`config.mk`:
```
export PLATFORM = sky130hd
export DESIGN_NAME = osd_mam_burst_split_flat
export DESIGN_NICKNAME = d
export VERILOG_FILES = /design/src/rtl/osd_mam_burst_split_if.sv /design/src/rtl/osd_mam_burst_split.sv /design/src/flat_wrapper.sv
export SDC_FILE = /design/constraint.sdc
export NUM_CORES = 1
export LEC_CHECK = 0
export BUFFER_PORTS_ARGS = -buffer_cell sky130_fd_sc_hd__buf_2
export CAP_MARGIN = 15
export CELL_PAD_IN_SITES_DETAIL_PLACEMENT = 1
export CELL_PAD_IN_SITES_GLOBAL_PLACEMENT = 1
export CORE_ASPECT_RATIO = 0.75
export CORE_UTILIZATION = 42
export CTS_CLUSTER_DIAMETER = 60
export DETAILED_ROUTE_END_ITERATION = 12
export PLACE_DENSITY_LB_ADDON = 0.1
export SYNTH_ARGS = -nofsm -noshare
export SYNTH_HDL_FRONTEND = slang
export SYNTH_SLANG_ARGS = --single-unit
export TNS_END_PERCENT = 30
```
`constraint.sdc`:
```
create_clock -name clk_i -period 10 [get_ports clk_i]
set_clock_uncertainty 0.2 [all_clocks]
set_input_delay 0.5 -clock clk_i [delete_from_list [all_inputs] [get_ports clk_i]]
set_output_delay 0.5 -clock clk_i [all_outputs]
set_load 0.05 [all_outputs]
```
`src/rtl/osd_mam_burst_split_if.sv`:
```
// osd_mam_burst_split_if
//
// One MAM-style memory port: a request channel plus streaming write and read
// data channels, each with its own valid/ready handshake.
//
// Signals:
//   req_valid / req_ready     request handshake
//   req_rw                    0 read, 1 write
//   req_addr   [ADDR_WIDTH]   base byte address
//   req_burst                 0 single beat, 1 incremental burst
//   req_beats  [14]           burst length in words
//   write_valid / write_ready write data handshake
//   write_data [DATA_WIDTH], write_strb [DATA_WIDTH/8]
//   read_valid / read_ready   read data handshake
//   read_data  [DATA_WIDTH]
//
// Modports:
//   master  issues requests, sources write data, sinks read data
//   slave   accepts requests, sinks write data, sources read data
interface osd_mam_burst_split_if #(
    parameter int DATA_WIDTH = 16,
    parameter int ADDR_WIDTH = 32
);
    localparam int BW = DATA_WIDTH / 8;

    logic                  req_valid;
    logic                  req_ready;
    logic                  req_rw;
    logic [ADDR_WIDTH-1:0] req_addr;
    logic                  req_burst;
    logic [13:0]           req_beats;

    logic                  write_valid;
    logic                  write_ready;
    logic [DATA_WIDTH-1:0] write_data;
    logic [BW-1:0]         write_strb;

    logic                  read_valid;
    logic                  read_ready;
    logic [DATA_WIDTH-1:0] read_data;

    modport master (
        output req_valid, req_rw, req_addr, req_burst, req_beats,
        input  req_ready,
        output write_valid, write_data, write_strb,
        input  write_ready,
        input  read_valid, read_data,
        output read_ready
    );

    modport slave (
        input  req_valid, req_rw, req_addr, req_burst, req_beats,
        output req_ready,
        input  write_valid, write_data, write_strb,
        output write_ready,
        output read_valid, read_data,
        input  read_ready
    );
endinterface

```
`src/rtl/osd_mam_burst_split.sv`:
```
// osd_mam_burst_split
//
// Request-shaping stage in front of the MAM Wishbone bus interface. A single
// upstream request of up to 16383 beats is reissued downstream as a series of
// sub-requests. No sub-request is longer than MAX_BEATS, and none crosses a
// BOUNDARY-byte aligned address. Write and read data stream through
// combinationally, enabled only while a sub-request is in its data phase.
// Single-beat requests pass through as one unsplit request.
//
// Parameters:
//   DATA_WIDTH  data width in bits (8, 16 or 32)
//   ADDR_WIDTH  byte address width
//   MAX_BEATS   maximum beats per sub-request (1..8191)
//   BOUNDARY    byte boundary no sub-request may cross (power of two)
//
// Ports:
//   clk_i    clock, rising edge
//   rst_i    synchronous active-high reset
//   in_bus   slave modport, upstream request / write / read channels
//   out_bus  master modport, downstream sub-request / write / read channels
module osd_mam_burst_split #(
    parameter int DATA_WIDTH = 16,
    parameter int ADDR_WIDTH = 32,
    parameter int MAX_BEATS  = 16,
    parameter int BOUNDARY   = 1024
) (
    input  logic                         clk_i,
    input  logic                         rst_i,
    osd_mam_burst_split_if.slave         in_bus,
    osd_mam_burst_split_if.master        out_bus
);
    localparam int                    BW         = DATA_WIDTH / 8;
    localparam int                    BW_LOG2    = $clog2(BW);
    localparam logic [31:0]           BOUND_SIZE = 32'(BOUNDARY);
    localparam logic [31:0]           BOUND_MASK = 32'(BOUNDARY - 1);
    localparam logic [13:0]           MAX_LEN    = 14'(MAX_BEATS);
    localparam logic [ADDR_WIDTH-1:0] ALIGN_MASK = ~(ADDR_WIDTH'(BW - 1));

    typedef enum logic [1:0] {
        IDLE,
        ISSUE,
        DATA
    } state_t;

    state_t                state;
    logic                  rw_q;
    logic                  burst_q;
    logic [ADDR_WIDTH-1:0] addr_q;
    logic [13:0]           remaining_q;
    logic [13:0]           len_q;
    logic [13:0]           cnt_q;
    logic                  req_ready_q;
    logic                  req_valid_q;

    logic                  is_write;
    logic                  is_read;
    logic                  wr_hs;
    logic                  rd_hs;
    logic                  beat_hs;
    logic                  last_hs;
    logic [13:0]           remaining_next;
    logic [ADDR_WIDTH-1:0] addr_next;
    logic [13:0]           accept_beats;
    logic [ADDR_WIDTH-1:0] accept_addr;

    // Length of the next sub-request: bounded by what is left, by MAX_BEATS
    // and by the number of words up to the next BOUNDARY-aligned address.
    function automatic logic [13:0] calc_len(
        input logic [13:0]           rem,
        input logic [ADDR_WIDTH-1:0] addr,
        input logic                  burst
    );
        logic [31:0] offset;
        logic [31:0] room;
        logic [13:0] len;
        offset = 32'(addr) & BOUND_MASK;
        room   = (BOUND_SIZE - offset) >> BW_LOG2;
        len    = rem;
        if (len > MAX_LEN) begin
            len = MAX_LEN;
        end
        if (32'(len) > room) begin
            len = room[13:0];
        end
        if (!burst) begin
            len = 14'd1;
        end
        return len;
    endfunction

    assign is_write = (state == DATA) && rw_q;
    assign is_read  = (state == DATA) && !rw_q;

    // Data channels are pure pass-through during DATA and forced to zero
    // otherwise, so nothing leaks downstream before its request is taken.
    assign out_bus.write_valid = is_write && in_bus.write_valid;
    assign in_bus.write_ready  = is_write && out_bus.write_ready;
    assign out_bus.write_data  = is_write ? in_bus.write_data : '0;
    assign out_bus.write_strb  = !is_write ? '0 : (burst_q ? '1 : in_bus.write_strb);

    assign in_bus.read_valid   = is_read && out_bus.read_valid;
    assign out_bus.read_ready  = is_read && in_bus.read_ready;
    assign in_bus.read_data    = is_read ? out_bus.read_data : '0;

    assign wr_hs   = is_write && in_bus.write_valid && out_bus.write_ready;
    assign rd_hs   = is_read && out_bus.read_valid && in_bus.read_ready;
    assign beat_hs = wr_hs || rd_hs;
    assign last_hs = beat_hs && (cnt_q == 14'd1);

    assign remaining_next = remaining_q - len_q;
    assign addr_next      = addr_q + (ADDR_WIDTH'(len_q) << BW_LOG2);

    // A zero length or a non-burst request both move exactly one word.
    assign accept_beats = (!in_bus.req_burst || (in_bus.req_beats == 14'd0)) ? 14'd1
                                                                             : in_bus.req_beats;
    assign accept_addr  = in_bus.req_addr & ALIGN_MASK;

    assign in_bus.req_ready   = req_ready_q;
    assign out_bus.req_valid  = req_valid_q;
    assign out_bus.req_rw     = rw_q;
    assign out_bus.req_addr   = addr_q;
    assign out_bus.req_burst  = burst_q;
    assign out_bus.req_beats  = len_q;

    // Request fields only change on state transitions, so they hold steady
    // while a sub-request is stalled in ISSUE.
    always_ff @(posedge clk_i) begin
        if (rst_i) begin
            state       <= IDLE;
            rw_q        <= 1'b0;
            burst_q     <= 1'b0;
            addr_q      <= '0;
            remaining_q <= '0;
            len_q       <= '0;
            cnt_q       <= '0;
            req_ready_q <= 1'b0;
            req_valid_q <= 1'b0;
        end else begin
            case (state)
                IDLE: begin
                    req_ready_q <= 1'b1;
                    if (req_ready_q && in_bus.req_valid) begin
                        rw_q        <= in_bus.req_rw;
                        burst_q     <= in_bus.req_burst;
                        addr_q      <= accept_addr;
                        remaining_q <= accept_beats;
                        len_q       <= calc_len(accept_beats, accept_addr, in_bus.req_burst);
                        req_ready_q <= 1'b0;
                        req_valid_q <= 1'b1;
                        state       <= ISSUE;
                    end
                end
                ISSUE: begin
                    if (out_bus.req_ready) begin
                        req_valid_q <= 1'b0;
                        cnt_q       <= len_q;
                        state       <= DATA;
                    end
                end
                DATA: begin
                    if (beat_hs) begin
                        cnt_q <= cnt_q - 14'd1;
                        if (last_hs) begin
                            remaining_q <= remaining_next;
                            addr_q      <= addr_next;
                            if (remaining_next == 14'd0) begin
                                req_ready_q <= 1'b1;
                                state       <= IDLE;
                            end else begin
                                len_q       <= calc_len(remaining_next, addr_next, burst_q);
                                req_valid_q <= 1'b1;
                                state       <= ISSUE;
                            end
                        end
                    end
                end
                default: begin
                    state <= IDLE;
                end
            endcase
        end
    end
endmodule

```
`src/flat_wrapper.sv`:
```
// flat-port wrapper written by rule: the top's interface ports become plain ports
module osd_mam_burst_split_flat 
#(
    parameter int DATA_WIDTH = 16,
    parameter int ADDR_WIDTH = 32,
    parameter int MAX_BEATS  = 16,
    parameter int BOUNDARY   = 1024
)
  (clk_i, rst_i, in_bus_req_valid, in_bus_req_rw, in_bus_req_addr, in_bus_req_burst, in_bus_req_beats, in_bus_req_ready, in_bus_write_valid, in_bus_write_data, in_bus_write_strb, in_bus_write_ready, in_bus_read_valid, in_bus_read_data, in_bus_read_ready, out_bus_req_valid, out_bus_req_rw, out_bus_req_addr, out_bus_req_burst, out_bus_req_beats, out_bus_req_ready, out_bus_write_valid, out_bus_write_data, out_bus_write_strb, out_bus_write_ready, out_bus_read_valid, out_bus_read_data, out_bus_read_ready);
  osd_mam_burst_split_if #(.DATA_WIDTH(DATA_WIDTH), .ADDR_WIDTH(ADDR_WIDTH)) in_bus_i ();
  osd_mam_burst_split_if #(.DATA_WIDTH(DATA_WIDTH), .ADDR_WIDTH(ADDR_WIDTH)) out_bus_i ();
  input  logic clk_i;
  input  logic rst_i;
  input wire logic [$bits(in_bus_i.req_valid)-1:0] in_bus_req_valid;
  input wire logic [$bits(in_bus_i.req_rw)-1:0] in_bus_req_rw;
  input wire logic [$bits(in_bus_i.req_addr)-1:0] in_bus_req_addr;
  input wire logic [$bits(in_bus_i.req_burst)-1:0] in_bus_req_burst;
  input wire logic [$bits(in_bus_i.req_beats)-1:0] in_bus_req_beats;
  output wire logic [$bits(in_bus_i.req_ready)-1:0] in_bus_req_ready;
  input wire logic [$bits(in_bus_i.write_valid)-1:0] in_bus_write_valid;
  input wire logic [$bits(in_bus_i.write_data)-1:0] in_bus_write_data;
  input wire logic [$bits(in_bus_i.write_strb)-1:0] in_bus_write_strb;
  output wire logic [$bits(in_bus_i.write_ready)-1:0] in_bus_write_ready;
  output wire logic [$bits(in_bus_i.read_valid)-1:0] in_bus_read_valid;
  output wire logic [$bits(in_bus_i.read_data)-1:0] in_bus_read_data;
  input wire logic [$bits(in_bus_i.read_ready)-1:0] in_bus_read_ready;
  output wire logic [$bits(out_bus_i.req_valid)-1:0] out_bus_req_valid;
  output wire logic [$bits(out_bus_i.req_rw)-1:0] out_bus_req_rw;
  output wire logic [$bits(out_bus_i.req_addr)-1:0] out_bus_req_addr;
  output wire logic [$bits(out_bus_i.req_burst)-1:0] out_bus_req_burst;
  output wire logic [$bits(out_bus_i.req_beats)-1:0] out_bus_req_beats;
  input wire logic [$bits(out_bus_i.req_ready)-1:0] out_bus_req_ready;
  output wire logic [$bits(out_bus_i.write_valid)-1:0] out_bus_write_valid;
  output wire logic [$bits(out_bus_i.write_data)-1:0] out_bus_write_data;
  output wire logic [$bits(out_bus_i.write_strb)-1:0] out_bus_write_strb;
  input wire logic [$bits(out_bus_i.write_ready)-1:0] out_bus_write_ready;
  input wire logic [$bits(out_bus_i.read_valid)-1:0] out_bus_read_valid;
  input wire logic [$bits(out_bus_i.read_data)-1:0] out_bus_read_data;
  output wire logic [$bits(out_bus_i.read_ready)-1:0] out_bus_read_ready;
  assign in_bus_i.req_valid = in_bus_req_valid;
  assign in_bus_i.req_rw = in_bus_req_rw;
  assign in_bus_i.req_addr = in_bus_req_addr;
  assign in_bus_i.req_burst = in_bus_req_burst;
  assign in_bus_i.req_beats = in_bus_req_beats;
  assign in_bus_req_ready = in_bus_i.req_ready;
  assign in_bus_i.write_valid = in_bus_write_valid;
  assign in_bus_i.write_data = in_bus_write_data;
  assign in_bus_i.write_strb = in_bus_write_strb;
  assign in_bus_write_ready = in_bus_i.write_ready;
  assign in_bus_read_valid = in_bus_i.read_valid;
  assign in_bus_read_data = in_bus_i.read_data;
  assign in_bus_i.read_ready = in_bus_read_ready;
  assign out_bus_req_valid = out_bus_i.req_valid;
  assign out_bus_req_rw = out_bus_i.req_rw;
  assign out_bus_req_addr = out_bus_i.req_addr;
  assign out_bus_req_burst = out_bus_i.req_burst;
  assign out_bus_req_beats = out_bus_i.req_beats;
  assign out_bus_i.req_ready = out_bus_req_ready;
  assign out_bus_write_valid = out_bus_i.write_valid;
  assign out_bus_write_data = out_bus_i.write_data;
  assign out_bus_write_strb = out_bus_i.write_strb;
  assign out_bus_i.write_ready = out_bus_write_ready;
  assign out_bus_i.read_valid = out_bus_read_valid;
  assign out_bus_i.read_data = out_bus_read_data;
  assign out_bus_read_ready = out_bus_i.read_ready;
  osd_mam_burst_split #(.DATA_WIDTH(DATA_WIDTH), .ADDR_WIDTH(ADDR_WIDTH), .MAX_BEATS(MAX_BEATS), .BOUNDARY(BOUNDARY)) u_core (.clk_i(clk_i), .rst_i(rst_i), .in_bus(in_bus_i), .out_bus(out_bus_i));
endmodule
```
==> impl_metrics.json <==
{
  "status": "finished clean",
  "vias_per_cell": 6.12,
  "die_y_um": 113,
  "cts_buffers": 9,
  "dp.cells": 1291,
  "synth_edf_count": 0,
  "ys_warn_count": 0,
  "fin_area_um2": 8270,
  "tightestPinTransition_ns": 1.06,
  "reg2reg_depth": 19,
  "syn_inst": 941,
  "cpMaxStageDelayCell": "dfxtp_1",
  "drive_above_1_share_pct": 20.9,
  "final_hold_viol_count": 0,
  "coreArea_um2": 16100,
  "io_pins": 178,
  "start_util_pct": 43.1,
  "fin_nets": 1236,
  "avgSynthCellArea_um2": 7.36,
  "grt-ovfl-total": 0,
  "p_leak_nw": 3.69,
  "synth_cell_types": 81,
  "max_slew_margin_pct": 29.1,
  "ys_seq_area_share_pct": 22.8,
  "cts_resized": 0,
  "setup_viol": 0,
  "dp_slack_ns": 4.37,
  "synth_commonest_cells": "nor2_1, dfxtp_1, a21oi_1, nand2_1, ha_1",
  "ys_top_cells_by_area": "dfxtp_1, ha_1, nor2_1, a21oi_1, nand2_1",
  "gr-usage-all-layers_pct": 31.3,
  "root_buffer": "clkbuf_16",
  "port_buffers": 175,
  "yosysMostFrequentCell": "nor2_1",
  "endpoint_kind": "flip-flop",
  "rsz0062_at_grt": "no",
  "synth_ff_type": "dfxtp_1",
  "cts_post_setup_buffers_inserted": 0,
  "worstSetupPathType": "flip-flop to flip-flop",
  "path_clk_slew_ns": 0.06,
  "synth-async-reset-ratio_pct": 0,
  "grt_max_degree": 69,
  "synth_area_leader_cell": "dfxtp_1",
  "drc_errors": 0,
  "critPathTopFamily": "compound AO/OA/AOI/OAI gates",
  "crit_buf_inv": 1,
  "cp_max_fo": 9,
  "tns_ns": 0,
  "worst-path-stages": 19,
  "antenna_found_initial": 1,
  "clk_latency_ns": 0.36,
  "max_stage_delay_ns": 0.61,
  "ctsHoldBuffers": 0,
  "layout_setup_ws_ns": 4.22,
  "synthToLayoutAreaGrowth_pct": 19.4,
  "place_congestion": 0.915,
  "power_density_nw_per_um2": 180,
  "synth_top_area_share_pct": 22.8,
  "htreeDepth": 3,
  "dp_hpwl_um": 19700,
  "min_period_over_period_pct": 57.8,
  "multi_input_area_um2": 5010,
  "ant_nets": 0,
  "holdPathStages": 3,
  "finalWirelength_um": 26600,
  "final_core_util_pct": 51.5,
  "num_vias": 8007,
  "arrival_ns": 5.84,
  "cap_violations": 0,
  "drtPass1Iterations": 5,
  "drtIter0Drc": 471,
  "grt_pass1_wl_um": 41600,
  "tritoncts": "built",
  "placed_cell_area_um2": 7960,
  "die_area_um2": 17000,
  "cp-start-kind": "flip-flop",
  "ys_ff_latch": 79,
  "num_rows": 40,
  "regArea_um2": 1580,
  "wl_per_cell_um": 20.4,
  "slew_violations": 0,
  "die_w_um": 150,
  "instances_no_fill": 1308,
  "period_needed_ns": 5.78,
  "cts_num_sinks": 79,
  "clockBufferDepth": 2,
  "nFillCells": 2100,
  "crit_chain": "inv_1 > ha_1 > a21o_1 > a221oi_1 > o21ai_0 > a211oi_1 > nor2_1 > nor4b_1 > nand4b_1 > or2_2 > ha_1 > nand3b_1 > a21o_1 > a311oi_1 > or2_2 > nand3_1 > o22ai_1 > a31oi_1 > a211oi_1",
  "fmax_mhz": 173,
  "netlist_area_um2": 6920,
  "grt_pass1_vias": 7797,
  "peakVddDrop_mv": 0.0846,
  "required_ns": 10.06,
  "min_path_type": "input pin to flip-flop"
}
layout by cell type (no fill, tap or decap), types with 6 or more instances in the layout:
cell and count:
nand4_1 7, inv_1 46, or3_1 13, nor2_1 103, o21ai_0 48, buf_2 175
o211ai_1 11, mux2i_1 6, a221oi_1 7, nand3_1 26, clkbuf_16 9, and3_1 29
a21o_1 13, a211oi_1 30, dfxtp_1 79, nand2_1 67, a211o_1 7, conb_1 11
o22ai_1 13, nor4_1 11, xnor2_1 13, xor2_1 15, and4_1 7, o21a_1 6
nor3_1 48, or2_2 11, a31oi_1 10, a21oi_1 76, buf_4 7, and2_1 26
a311oi_1 15, ha_1 52
area by class of cell:
class | count | share of cell area [%]
Clock buffer | 12 | 3.10
Clock inverter | 4 | 0.651
Inverter | 46 | 2.09
Multi-Input combinational cell | 774 | 60.6
Sequential cell | 79 | 19.1
Timing Repair Buffer | 182 | 11.2
Antenna cell | 1 | 0.0303
Tap cell | 210 | 3.18
worst min-delay path, cell delays in order:
cell and delay (ns):
buf_2 0.09, nand2_1 0.05, a21oi_1 0.05
report_power, final:
part	switching (mW)	total, mW	internal, mW
Sequential	0.0477	0.396	0.348
Combinational	0.487	0.740	0.253
Clock	0.148	0.356	0.208
Total	0.683	1.49	0.809
metal layers:
metal  wire length (um)  vias up  track usage [%]
met3               1530       50             5.04
met1              12700     3895             43.7
met4                585        0             9.43
li1                   -     3796                -
met2              11800      266             49.2
met5                  0        -                0
registers in the layout (all words and copies together), names as in the netlist:
signal and count:
u_core.cnt_q 14, u_core.in_bus.req_ready 1, u_core.out_bus.req_addr 31, u_core.out_bus.req_beats 14, u_core.out_bus.req_burst 1, u_core.out_bus.req_rw 1, u_core.out_bus.req_valid 1, u_core.remaining_q 14
u_core.state 2
cells by family after synthesis:
family                   synth area share, %
AO/OA/AOI/OAI                           28.4
XOR/XNOR                                3.54
AND/OR/NAND/NOR                         28.2
multiplexers                            1.36
buffers and inverters                   5.62
other                                 0.0542
flip-flops                              22.8
adder cells (fa/ha/maj)                 9.97
through the flow:
step | total power, mW | hold slack [ns]
after floorplan | 0.924 | 0.240
after global placement | 1.10 | 0.261
after detailed placement | 1.12 | 0.268
after CTS | 1.48 | 0.184
after global routing | 1.57 | 0.208
final | 1.49 | 0.188
final timing paths:
check,slack [ns],startpoint,endpoint
max,4.22,u_core.out_bus.req_beats[4]$_SDFFE_PP0P_,u_core.out_bus.req_beats[2]$_SDFFE_PP0P_
min,0.19,in_bus_req_rw,u_core.out_bus.req_rw$_SDFFE_PP0P_
max reg2reg,4.22,u_core.out_bus.req_beats[4]$_SDFFE_PP0P_,u_core.out_bus.req_beats[2]$_SDFFE_PP0P_
min reg2reg,0.28,u_core.cnt_q[1]$_SDFFE_PP0P_,u_core.cnt_q[1]$_SDFFE_PP0P_
(Power assumes the default switching activity.)
